[config.mk]
export PLATFORM = sky130hd
export DESIGN_NAME = mem_port_arbiter
export DESIGN_NICKNAME = d
export VERILOG_FILES = /design/src/rtl/mem_port_arbiter.sv
export SDC_FILE = /design/constraint.sdc
export NUM_CORES = 1
export LEC_CHECK = 0
export ABC_CLOCK_PERIOD_IN_PS = 5200
export CAP_MARGIN = 0
export CORE_UTILIZATION = 43
export DETAILED_ROUTE_END_ITERATION = 10
export PLACE_DENSITY = 0.86
export SLEW_MARGIN = 20
export SYNTH_ARGS = -nofsm -noshare
export SYNTH_HDL_FRONTEND = slang
export SYNTH_SLANG_ARGS = --single-unit
[constraint.sdc]
create_clock -name clk -period 5.2 [get_ports clk]
set_input_delay 1.3 -clock clk [delete_from_list [all_inputs] [get_ports clk]]
set_output_delay 1.3 -clock clk [all_outputs]
set_load 0.01 [all_outputs]
[src/rtl/mem_port_arbiter.sv]
// Two-port (fetch / data) arbiter in front of a single-ported synchronous memory.
// Data has priority; a bounded streak counter guarantees fetch forward progress.
module mem_port_arbiter #(
  parameter int AW         = 10,
  parameter int DW         = 32,
  parameter int MAX_STREAK = 4
) (
  input  logic          clk,
  input  logic          rst_n,
  // fetch port
  input  logic          if_req,
  input  logic [AW-1:0] if_addr,
  output logic          if_gnt,
  output logic          if_rvalid,
  output logic [DW-1:0] if_rdata,
  // data port
  input  logic          dm_req,
  input  logic          dm_we,
  input  logic [AW-1:0] dm_addr,
  input  logic [DW-1:0] dm_wdata,
  output logic          dm_gnt,
  output logic          dm_rvalid,
  output logic [DW-1:0] dm_rdata,
  // memory side
  output logic          mem_en,
  output logic          mem_we,
  output logic [AW-1:0] mem_addr,
  output logic [DW-1:0] mem_wdata,
  input  logic [DW-1:0] mem_rdata,
  // control / status
  input  logic          halted,
  output logic          busy,
  output logic [15:0]   if_cnt,
  output logic [15:0]   dm_cnt
);

  localparam int SW = $clog2(MAX_STREAK + 1);
  localparam logic [SW-1:0] STREAK_MAX = SW'(MAX_STREAK);

  typedef enum logic {IDLE, RESP} state_t;
  typedef enum logic {OWN_IF, OWN_DM} owner_t;

  state_t          state_q, state_d;
  owner_t          owner_q;
  logic [SW-1:0]   streak_q;
  logic [DW-1:0]   if_hold_q, dm_hold_q;
  logic            fetch_elig, data_elig;
  logic            fetch_win, data_win;

  // state register
  always_ff @(posedge clk or negedge rst_n) begin
    if (!rst_n) state_q <= IDLE;
    else        state_q <= state_d;
  end

  // next-state logic
  always_comb begin
    state_d = state_q;
    case (state_q)
      IDLE: if (fetch_win || (data_win && !dm_we)) state_d = RESP;
      RESP: state_d = IDLE;
      default: state_d = IDLE;
    endcase
  end

  // arbitration and outputs; grants are gated by rst_n so nothing is granted while held in reset
  always_comb begin
    fetch_elig = if_req && !halted;
    data_elig  = dm_req;
    fetch_win  = 1'b0;
    data_win   = 1'b0;
    if (state_q == IDLE && rst_n) begin
      if (fetch_elig && (!data_elig || streak_q == STREAK_MAX)) fetch_win = 1'b1;
      else if (data_elig)                                        data_win  = 1'b1;
    end
    if_gnt    = fetch_win;
    dm_gnt    = data_win;
    mem_en    = fetch_win || data_win;
    mem_we    = data_win && dm_we;
    mem_addr  = data_win ? dm_addr : if_addr;
    mem_wdata = data_win ? dm_wdata : '0;
    busy      = (state_q == RESP);
    if_rvalid = busy && (owner_q == OWN_IF);
    dm_rvalid = busy && (owner_q == OWN_DM);
    if_rdata  = if_rvalid ? mem_rdata : if_hold_q;
    dm_rdata  = dm_rvalid ? mem_rdata : dm_hold_q;
  end

  always_ff @(posedge clk or negedge rst_n) begin
    if (!rst_n) begin
      owner_q   <= OWN_IF;
      streak_q  <= '0;
      if_cnt    <= '0;
      dm_cnt    <= '0;
      if_hold_q <= '0;
      dm_hold_q <= '0;
    end else begin
      if (fetch_win)                 owner_q <= OWN_IF;
      else if (data_win && !dm_we)   owner_q <= OWN_DM;

      // streak only grows while fetch is actually being passed over
      if (fetch_win || !fetch_elig)                    streak_q <= '0;
      else if (data_win && streak_q != STREAK_MAX)     streak_q <= streak_q + 1'b1;

      if (fetch_win && if_cnt != '1) if_cnt <= if_cnt + 16'd1;
      if (data_win  && dm_cnt != '1) dm_cnt <= dm_cnt + 16'd1;

      if (if_rvalid) if_hold_q <= mem_rdata;
      if (dm_rvalid) dm_hold_q <= mem_rdata;
    end
  end

endmodule

==> results.md, run 1 <==
| Quantity | This run |
|---|---|
| Area growth syn-to-layout | 57.44% |
| Core Rows | 37 |
| Netlist Area Pre-Place | 0.004616 mm² |
| CTS tree | yes |
| Number of antenna cells inserted | 0 |
| Worst Setup Start Kind | input port |
| DRC Markers | 0 |
| Leakage power figure | 3.239 nW |
| First-pass DRT Iterations | 5 |
| Starting DRT DRC Count | 140 |
| Number of buffers inserted to repair setup after CTS | 0 |
| Synthesized instance count | 391 |
| CP startpoint | dm_req |
| Total GRT Usage | 22.28% |
| Number of synthesized register bits | 101 |
| Leftover overflow at the end of global routing | 0 |
| Overall die width | 105.6 µm |
| Global-route wire length before repair | 19.83 mm |
| WL final | 12.20 mm |
| Setup-violating endpoint count in the final report | 0 |
| F_max | 0.2206 GHz |
| Port buffer count | 234 |
| Total Die Area | 0.01115 mm² |
| Average cell area after synthesis | 11.80 µm² |
| Commonest non-fill, non-tap cells in the layout | clkdlybuf4s50_1, dfrtp_1, mux2_2, nand2_1, and3_1 |
| Number of buffers on the longest clock path | 2 |
| Crit path kind | input port to output port |
| Max cap viols | 0 |
| Total power per unit cell area | 352.2 mW/mm² |
| Final hold violation count | 0 |
| TritonCTS buffer count | 9 |
| Number of nets at the end of the flow | 716 |
| Most frequent standard cell in the layout excluding fill and tap cells | clkdlybuf4s50_1 |
| IO Pins | 235 |
| Count of hold buffers inserted by post-cts repair | 0 |
| Final worst-path cycle share | 87.16% |
| Vias in the first global route | 3974 |
| Sequential area share after synthesis | 54.76% |
| H-Tree Level Count | 3 |
| Area of placed instances | 0.007086 mm² |
| Clock latency at the later pin of the worst-skew pair | 0.35 ns |
| Required time of the critical path | 3.90 ns |
| Leading register cell type out of synthesis | dfrtp_1 |
| Synthesis Warnings | 0 |
| Number of antenna violations at the first check in global routing | 0 |
| Post-cts sizing count | 0 |
| Worst setup skew after layout | 0.008738 ns |
| Post-synthesis net count | 485 |
| Endpoint type of the worst setup path | output port |
| Non-Filler Cell Area, Final | 0.007267 mm² |
| Final slew viol count | 0 |
| Status | finished, final reports clean |
| Share of post-route cells with drive strength above 1 | 15.63% |
| DIE HEIGHT | 105.6 µm |
| Unique masters post-synth | 38 |
| Count of antenna-violating nets left after detailed routing | 0 |
| Fillers | 790 |
| Critical path fanouts, max | 11 |
| Floorplan Core Area | 0.01037 mm² |
| Least-Margin Pin Slew | 0.9003 ns |
| Source of the worst register-to-register timing path | if_cnt[0] |
| Largest net degree at the start of global routing | 65 |
| Total via count after detailed routing | 3902 |
| WL per Instance | 15.99 µm |
| Proportion of register bits with asynchronous set or reset after synthesis | 100.0% |
| Root buffer selected by CTS | clkbuf_8 |
| CTS sink count | 101 |
| Headroom to the max-slew limit | 39.98% |
| Pre-CTS setup slack | 0.6893 ns |
| Path type of the worst min-delay path | flop to flop |
| RSZ-0062 raised after global routing | no |
| Sum of negative setup slack | 0 ns |
| Clock transition time at the flip-flop clock pins of the worst setup and hold paths | 0.10 ns |
| Final setup margin | 0.6675 ns |
| Per-cell via count in the routed design | 5.114 |
| DP HPWL | 9.188 mm |
| Final min period | 4.532 ns |
| Maximum vdd drop | 281.1 µV |
| Critical hold path startpoint | dm_hold_q[14] |
| Post-synth EDFFs | 0 |
| Arrival time of the worst setup path | 3.23 ns |
| Initial Util | 44.51% |
| Routability congestion estimate | 0.8967 |
[where the power goes]
group | total [mW] | switching (mW) | internal (mW)
Clock | 0.456 | 0.273 | 0.183
Sequential | 1.09 | 0.102 | 0.991
Combinational | 1.01 | 0.393 | 0.618
Total | 2.56 | 0.768 | 1.79
[state kept, by name, indices dropped and copies added, names as in the netlist]
name       flops
streak_q       3
dm_hold_q     32
if_hold_q     32
dm_cnt        16
owner_q        1
busy           1
if_cnt        16
[cell usage after synthesis (all sizes together) (2+ instances only)]
library cell	instances	area (µm²)
nor3b	4	30.03
mux2	68	765.7
nand2b	3	18.77
nor3	13	70.07
ha	4	50.05
inv	9	33.78
nor2	6	22.52
and4	3	26.28
nand3	13	65.06
nand2	45	168.9
clkbuf	11	41.29
a21oi	4	20.02
o21ai	3	15.01
or2	2	12.51
dfrtp	101	2527
xor2	27	236.5
nor4	8	77.57
and3	36	225.2
nand4	8	50.05
nor4b	2	17.52
buf	10	53.80
[worst paths after layout]
path	end	slack [ns]	depth (start not counted)
max	mem_addr[5]	0.67	7
min	dm_hold_q[14]	0.50	1
max reg2reg	if_cnt[1]	2.85	5
min reg2reg	dm_hold_q[14]	0.50	1
max in group asynchronous	if_hold_q[13]	2.99	3
min in group asynchronous	streak_q[2]	1.05	2
[logic make-up after synthesis]
family | count (synthesis) | share of synthesized area (%)
simple gates | 151 | 18.35
mux | 69 | 16.81
buf+inv | 30 | 2.792
fa+ha+maj | 4 | 1.084
compound gates | 9 | 1.084
xor+xnor | 27 | 5.123
flops | 101 | 54.76
[layer usage]
metal | global-route usage, % | part of all wire [%] | vias up
li1 | - | - | 1827
met1 | 28.16 | 41 | 1935
met2 | 39.33 | 52 | 126
met3 | 4.082 | 5.2 | 14
met4 | 5.754 | 1.4 | 0
met5 | 0 | 0 | -
[stage by stage]
stage	hold WS [ns]	power (mW)	util [%]	cells
5_1_grt	0.5131	2.705	70.08	763
4_1_cts	0.5036	2.595	70.08	763
2_1_floorplan	0.4772	1.499	-	391
6_report	0.4995	2.560	70.08	763
3_5_place_dp	0.4807	2.128	68.33	747
3_3_place_gp	0.4772	2.088	68.33	747
[layout make-up]
cell class	count	area, µm²	share of cell area, %
Sequential cell	101	2527	34.78
Timing Repair Buffer	241	2392	32.92
Multi-Input combinational cell	260	1962	27.00
Tap cell	136	170.2	2.342
Clock buffer	10	127.6	1.756
Clock inverter	6	53.80	0.7404
Inverter	9	33.78	0.4649
[worst max-delay path: stages]
cell and delay [ns]:
clkdlybuf4s50_1 0.48, and3b_1 0.19, nand2_1 0.21, inv_1 0.33, nand2_1 0.10, nand2_1 0.08
clkdlybuf4s50_1 0.54
Note: power is estimated with default switching activity, not from simulation.
==> run 2: changes to the inputs <==
- SLEW_MARGIN: 20 -> 10
==> results of run 2 <==
Final layout, timing and power as in run 1 (identical DEF).
